==> config.mk <==
export PLATFORM = sky130hd
export DESIGN_NAME = alu_arbiter
export DESIGN_NICKNAME = d
export VERILOG_FILES = /design/src/rtl/alu_pkg.sv /design/src/rtl/rr_arb2.sv /design/src/rtl/alu_arbiter.sv
export SDC_FILE = /design/constraint.sdc
export NUM_CORES = 1
export LEC_CHECK = 0
export CAP_MARGIN = 20
export CORE_ASPECT_RATIO = 2
export CORE_MARGIN = 8
export CORE_UTILIZATION = 39
export CTS_BUF_LIST = sky130_fd_sc_hd__clkbuf_8
export CTS_CLUSTER_DIAMETER = 30
export DETAILED_ROUTE_END_ITERATION = 12
export GPL_ROUTABILITY_DRIVEN = 0
export PLACE_DENSITY = 0.82
export SLEW_MARGIN = 20
export SYNTH_ARGS = -nofsm -noshare
export SYNTH_HDL_FRONTEND = slang
export SYNTH_SLANG_ARGS = --single-unit
==> constraint.sdc <==
create_clock -name clk -period 1.4 [get_ports clk]
set_input_delay 0.42 -clock clk [delete_from_list [all_inputs] [get_ports clk]]
set_output_delay 0.42 -clock clk [all_outputs]
set_load 0.005 [all_outputs]
==> src/rtl/alu_pkg.sv <==
// alu_pkg: shared opcodes, FSM encoding and width defaults for the ALU arbiter
package alu_pkg;
  localparam int DATA_W = 8;
  localparam int OP_W = 3;
  localparam logic [2:0] OP_NOT = 3'b000;
  localparam logic [2:0] OP_ADD = 3'b001;
  localparam logic [2:0] OP_SUB = 3'b010;
  localparam logic [2:0] OP_AND = 3'b011;
  localparam logic [2:0] OP_OR  = 3'b100;
  localparam logic [2:0] OP_XOR = 3'b101;
  localparam logic [2:0] OP_INC = 3'b110;
  localparam logic [2:0] OP_DEC = 3'b111;
  typedef enum logic [1:0] {IDLE, EXEC, RESP} state_t;
endpackage

==> src/rtl/rr_arb2.sv <==
// rr_arb2: two-way one-hot arbiter; round-robin with ALU_ARB_RR_EN, fixed priority to requester 0 otherwise
module rr_arb2 (
  input  logic [1:0] valid,
`ifdef ALU_ARB_RR_EN
  input  logic       last,
`endif
  output logic [1:0] grant
);
`ifdef ALU_ARB_RR_EN
  assign grant = &valid ? (last ? 2'b01 : 2'b10) : valid;
`else
  assign grant = valid[0] ? 2'b01 : valid;
`endif
endmodule

==> src/rtl/alu_arbiter.sv <==
// alu_arbiter: shares one external ALU between two requesters, one operation in flight (ALU_ARB_RR_EN selects round-robin)
module alu_arbiter #(
  parameter int DATA_W = alu_pkg::DATA_W,
  parameter int OP_W = alu_pkg::OP_W
) (
  input  logic              clk,
  input  logic              rst,
  input  logic              req0_valid,
  output logic              req0_ready,
  input  logic [DATA_W-1:0] req0_a,
  input  logic [DATA_W-1:0] req0_b,
  input  logic [OP_W-1:0]   req0_op,
  input  logic              req1_valid,
  output logic              req1_ready,
  input  logic [DATA_W-1:0] req1_a,
  input  logic [DATA_W-1:0] req1_b,
  input  logic [OP_W-1:0]   req1_op,
  output logic              rsp0_valid,
  input  logic              rsp0_ready,
  output logic [DATA_W-1:0] rsp0_result,
  output logic              rsp0_zero,
  output logic              rsp1_valid,
  input  logic              rsp1_ready,
  output logic [DATA_W-1:0] rsp1_result,
  output logic              rsp1_zero,
  output logic [DATA_W-1:0] alu_a,
  output logic [DATA_W-1:0] alu_b,
  output logic [OP_W-1:0]   alu_op,
  input  logic [DATA_W-1:0] alu_result,
  input  logic              alu_zero,
  output logic              busy
);
  import alu_pkg::*;
  state_t state, state_nxt;
  logic [DATA_W-1:0] a_q, b_q, res_q;
  logic [OP_W-1:0] op_q;
  logic id_q, zero_q, accept, rsp_fire;
  logic [1:0] grant;
`ifdef ALU_ARB_RR_EN
  logic last_q;
  rr_arb2 u_arb (.valid({req1_valid, req0_valid}), .last(last_q), .grant(grant));
  // last-grant pointer moves on every accept so the loser of a tie wins the next one
  always_ff @(posedge clk or posedge rst)
    if (rst) last_q <= 1'b1;
    else if (accept) last_q <= grant[1];
`else
  rr_arb2 u_arb (.valid({req1_valid, req0_valid}), .grant(grant));
`endif
  assign req0_ready = state == IDLE && grant[0];
  assign req1_ready = state == IDLE && grant[1];
  assign accept = req0_ready || req1_ready;
  assign rsp0_valid = state == RESP && !id_q;
  assign rsp1_valid = state == RESP && id_q;
  assign rsp_fire = id_q ? rsp1_valid && rsp1_ready : rsp0_valid && rsp0_ready;
  assign rsp0_result = res_q;
  assign rsp1_result = res_q;
  assign rsp0_zero = zero_q;
  assign rsp1_zero = zero_q;
  assign alu_a = a_q;
  assign alu_b = b_q;
  assign alu_op = op_q;
  assign busy = state != IDLE;
  // next state: accept moves to EXEC, EXEC always lasts one cycle, RESP waits for the handshake
  always_comb begin
    state_nxt = state;
    state_nxt = state == IDLE ? (accept ? EXEC : IDLE) : state == EXEC ? RESP : (rsp_fire ? IDLE : RESP);
  end
  // state, latched request from the winner, and captured ALU result
  always_ff @(posedge clk or posedge rst)
    if (rst) begin
      state <= IDLE;
      a_q <= '0;
      b_q <= '0;
      op_q <= '0;
      id_q <= 1'b0;
      res_q <= '0;
      zero_q <= 1'b0;
    end else begin
      state <= state_nxt;
      if (accept) begin
        a_q <= grant[1] ? req1_a : req0_a;
        b_q <= grant[1] ? req1_b : req0_b;
        op_q <= grant[1] ? req1_op : req0_op;
        id_q <= grant[1];
      end
      if (state == EXEC) begin
        res_q <= alu_result;
        zero_q <= alu_zero;
      end
    end
endmodule

* After elaboration in Yosys (flattened, before gate mapping) *
Index checks and enable logic that the tools add are counted.

storage, ports and cells
  bits in registers = 31
  bits of input ports = 53
  output and inout bits = 42
  logic and storage cells = 28

operators by class
  equal/unequal tests = 2
  multiplexer cells = 9
  reduce and logical (&&, ||, !) cells = 10

operators with widths
  cell                  number
  $mux W8               2
  $mux W2               4
  $logic_and A1 B1 Y1   6
  $mux W3               1
  $eq A2 B1 Y1 const B  1
  $eq A2 B2 Y1 const B  1
  $logic_not A2 Y1      1
  $mux W1               2
  $reduce_bool A2 Y1    1
  $logic_not A1 Y1      1
  $logic_or A1 B1 Y1    1

* Logic depth before layout (Yosys ltp) *
  depth after elaboration = 7
  gate-level depth with buffers = 4
  gate-level depth less buffers = 3

* Modules after synthesis *
A second synthesis with hierarchy kept.

second synthesis, totals
  cells, all modules = 107
  area total of the unflattened synthesis = 1,694.1 µm²

modules (own cells, without submodules)
  module       times used  cells each  area each (µm²)  seq. area each (µm²)
  alu_arbiter  1           105         1,672.9          775.7
  rr_arb2      1           2           21.3             0.0

* Worst setup path before layout *
No wires, ideal clock.

  kind = input to register
  from = input req1_valid
  to = register a_q[5] (netlist: alu_a[5])
  setup time = 125 ps
  data arrival time = 1,268 ps
  slack = 7 ps
  cell stages on the path = 4
  path through = nor2b_4 -> buf_6 -> mux2_4 -> mux2_4

between the ends
  word-level cells in the longest chain between the ends = 3

RTL lines
  element               line               RTL
  from (decl)           alu_arbiter.sv:13  input logic req1_valid,
  $mux W2 *             rr_arb2.sv:12      assign grant = valid[0] ? 2'b01 : valid;
  $logic_and A1 B1 Y1   alu_arbiter.sv:50  assign req1_ready = state == IDLE && grant[1];
  $logic_or A1 B1 Y1    alu_arbiter.sv:51  assign accept = req0_ready || req1_ready;
  to (signal assigned)  alu_arbiter.sv:81  a_q <= grant[1] ? req1_a : req0_a;
  to (decl)             alu_arbiter.sv:35  logic [DATA_W-1:0] a_q, b_q, res_q;

Mark *: on every way between the ends. The rest lies on a longest branch, timed or not.
A chain may end at the register's enable or synchronous reset.

* Final worst setup path *
  from = register state[0]
  to = output req1_ready

between the ends
  word-level cells in the longest chain between the ends = 2

RTL lines
  element                 line               RTL
  from (decl)             alu_arbiter.sv:34  state_t state, state_nxt;
  from (signal assigned)  alu_arbiter.sv:79  state <= state_nxt;
  $logic_not A2 Y1        alu_arbiter.sv:50
  $logic_and A1 B1 Y1     alu_arbiter.sv:50
  to (decl)               alu_arbiter.sv:14  output logic req1_ready,

No other way between the ends.

==> metrics.txt <==
min Tclk post-route 1.674 ns; hold endpoint alu_op[2]; Arr. time, crit path 1.25 ns; initial antenna violation count 0; CTS tree built; sw frac 29.12%; Ys Warns 0; hold crit path type reg2reg; hold-fix buffer count after cts 0; Tcrit/Tclk final 119.6%; depth of the CTS H-tree 2; Synth Flop Type dfrtp_1; Leak 1.399 nW; pre-CTS WS -0.6993 ns; sequential fraction of design power 29.3%; Post-Syn Nets 159; RR Endpoint alu_b[0]; crit end category output pin; Final Setup Violations 28; Critical Path, Cell by Cell nor2_2 > buf_4 > buf_6 > and2_4 > buf_6; PnR worst setup slack -0.2738 ns; Yosys reg bits 31; first-pass GRT wire length 7.914 mm; via count 1284; FP Rows 33; Skew-Pair Late Insertion Delay 0.28 ns; Post-synth EDFFs 0; Pint 0.003974 W; initial DRC count 57; max-cap viol count 0; CP max stage cell dfrtp_1; TritonCTS Buffers 5; WL/cell 19.20 µm; Fmax 597.4 MHz; Synth area leader dfrtp_1; mean area per synthesized cell 15.69 µm²; Required @ worst endpoint 0.98 ns; dpl hpwl 3.763 mm; proportion of layout cells with a drive suffix above 1 44.50%; critical path startpoint category register; area share of the largest cell type after synthesis 46.65%; IO buf count 94; io pins 95; fillcell total 286; DRC violations left 0; Inserted Diodes 0; Net Sw Power 0.001633 W; Comb power frac 54.7%; r2r worst-path depth 6; Clock transition at path regs 0.06 ns; Cell variety after synth 20; clk sinks 31; max_slew headroom 86.18%; CP max stage delay 0.41 ns; hold path cells 1; Detailed Route WL 5.184 mm; hold path start alu_op[2]; post-synthesis cell area 1663 µm²; top cells by area, synth dfrtp_1, mux2_4, mux2_2; status finished with violations; largest net degree at the start of global routing 32; grt ovf 0; DIE AREA 6736 µm²; area grow syn2layout 71.48%; Worst IR Drop VDD 1221 µV; RSZ-0062 raised after global routing yes; reg-to-reg setup timing slack -0.17 ns; clock root buffer clkbuf_8; Least-Margin Pin Slew 0.2073 ns; Routed Antenna Nets 0; vias in the first global route 1515; CP dominant cell by count buf_6; placed insts 247; Slew Viols, Final 0; part of the power in the clock network 16.0%; CORE AREA 4088 µm²; worst r2r src state[0]; initial core utilization 40.68%; GRT Overall Usage 14.88%; Max clock buf depth 2; Mapped Cells 106; Non-Filler Instances 270; DR vias/cell 4.756; Worst Path Class, Setup reg2out; failing checks setup timing; Final Hold Fails 0; Power Density 1966 nW/µm²; Layout Nets 270; Die X 62.17 µm; Setup Skew 0.002205 ns; Async SR Flop Fraction 100.0%; Die Y-Extent 108.3 µm; first-pass iteration count of the detailed router 4; top-count cell post-synth mux2_4; post-synthesis sequential area ratio 46.65%; synth cell count leaders mux2_4, dfrtp_1, buf_4, mux2_2, buf_6; worst-path fanout max 3
sequential cells by signal (all words and copies together) (netlist names):
name and cells:
alu_a 8, alu_b 8, alu_op 3, id_q 1, rsp0_result 8, rsp0_zero 1
state 2
timing repair:
item	in CTS	in global routing
endpoints found under the setup margin	67	39
gates resized for setup	77	13
hold endpoints to repair	0	0
pin swaps	1	0
buffers inserted	12	2
gates cloned	1	0
worst max-delay path by stage:
stage,depth (start not counted),start,to
2_1_floorplan,4,req1_valid,alu_a[5]
3_3_place_gp,4,req1_valid,req1_ready
3_5_place_dp,4,req1_valid,req1_ready
4_1_cts,5,state[0],req1_ready
5_1_grt,5,state[0],req1_ready
6_report,5,state[0],req1_ready
layout make-up:
type | instances | area [µm²] | area share, %
repair buffers | 117 | 1069 | 37.47
well taps | 52 | 65.06 | 2.282
multi-input cells | 60 | 817.0 | 28.65
inverters | 2 | 7.507 | 0.2633
clock buffers | 6 | 82.58 | 2.896
flip-flops and latches | 31 | 775.7 | 27.20
clock inverters | 2 | 35.03 | 1.229
worst max-delay path: cells and delay by family (launching register included):
family	cells	cell delay, ns
AND/OR/NAND/NOR	2	0.27
flip-flops	1	0.41
buffers and inverters	3	0.28
logic make-up (layout without fill, tap and decap cells):
family                 count (synthesis)  in the layout  share of synthesized area, %
AOI/OAI and AO/OA                      3              3                         1.204
and+or+nand+nor                        8              9                         3.612
buffers and inverters                 16            127                         7.524
DFF                                   31             31                         46.65
muxes                                 48             48                         41.01
metrics by stage:
| step | util [%] | power [W] | setup TNS (ns) | cell area (µm²) | hold WS (ns) |
|---|---|---|---|---|---|
| 3_5_place_dp | 64.68 | 0.004618 | -12.99 | 2644 | 0.4912 |
| 5_1_grt | 69.76 | 0.005915 | -5.083 | 2851 | 0.5271 |
| 2_1_floorplan | - | 0.003089 | 0 | 1663 | 0.5028 |
| 3_3_place_gp | 64.68 | 0.004525 | -12.79 | 2644 | 0.4935 |
| 6_report | 69.76 | 0.005607 | -3.911 | 2851 | 0.5042 |
| 4_1_cts | 69.24 | 0.005498 | -3.010 | 2830 | 0.5082 |
power groups by stage:
stage	clock network, W	logic, W	registers (W)
floorplan	0	0.00140	0.00169
global placement	0	0.00288	0.00165
detailed placement	0	0.00294	0.00168
CTS	0.000922	0.00295	0.00162
global route	0.000955	0.00326	0.00170
finish	0.000895	0.00307	0.00164
cell usage in the layout, fill, tap and decap left out, types with 2 or more instances in the layout:
cell,instances
dlygate4sd2_1,33
buf_12,2
clkbuf_8,6
mux2_4,45
buf_4,19
buf_6,5
clkbuf_2,5
buf_2,3
nand2b_4,2
clkdlybuf4s50_1,50
dfrtp_1,31
mux2_2,2
routing by layer:
metal  vias up  wire (µm)  global-route usage, %
li1        583          -                      -
met1       627       1885                  14.29
met2        65       2863                  27.55
met3         9        324                  5.590
met4         0        111                  6.387
met5         -          0                      0
Note: power is estimated with default switching activity, not from simulation.
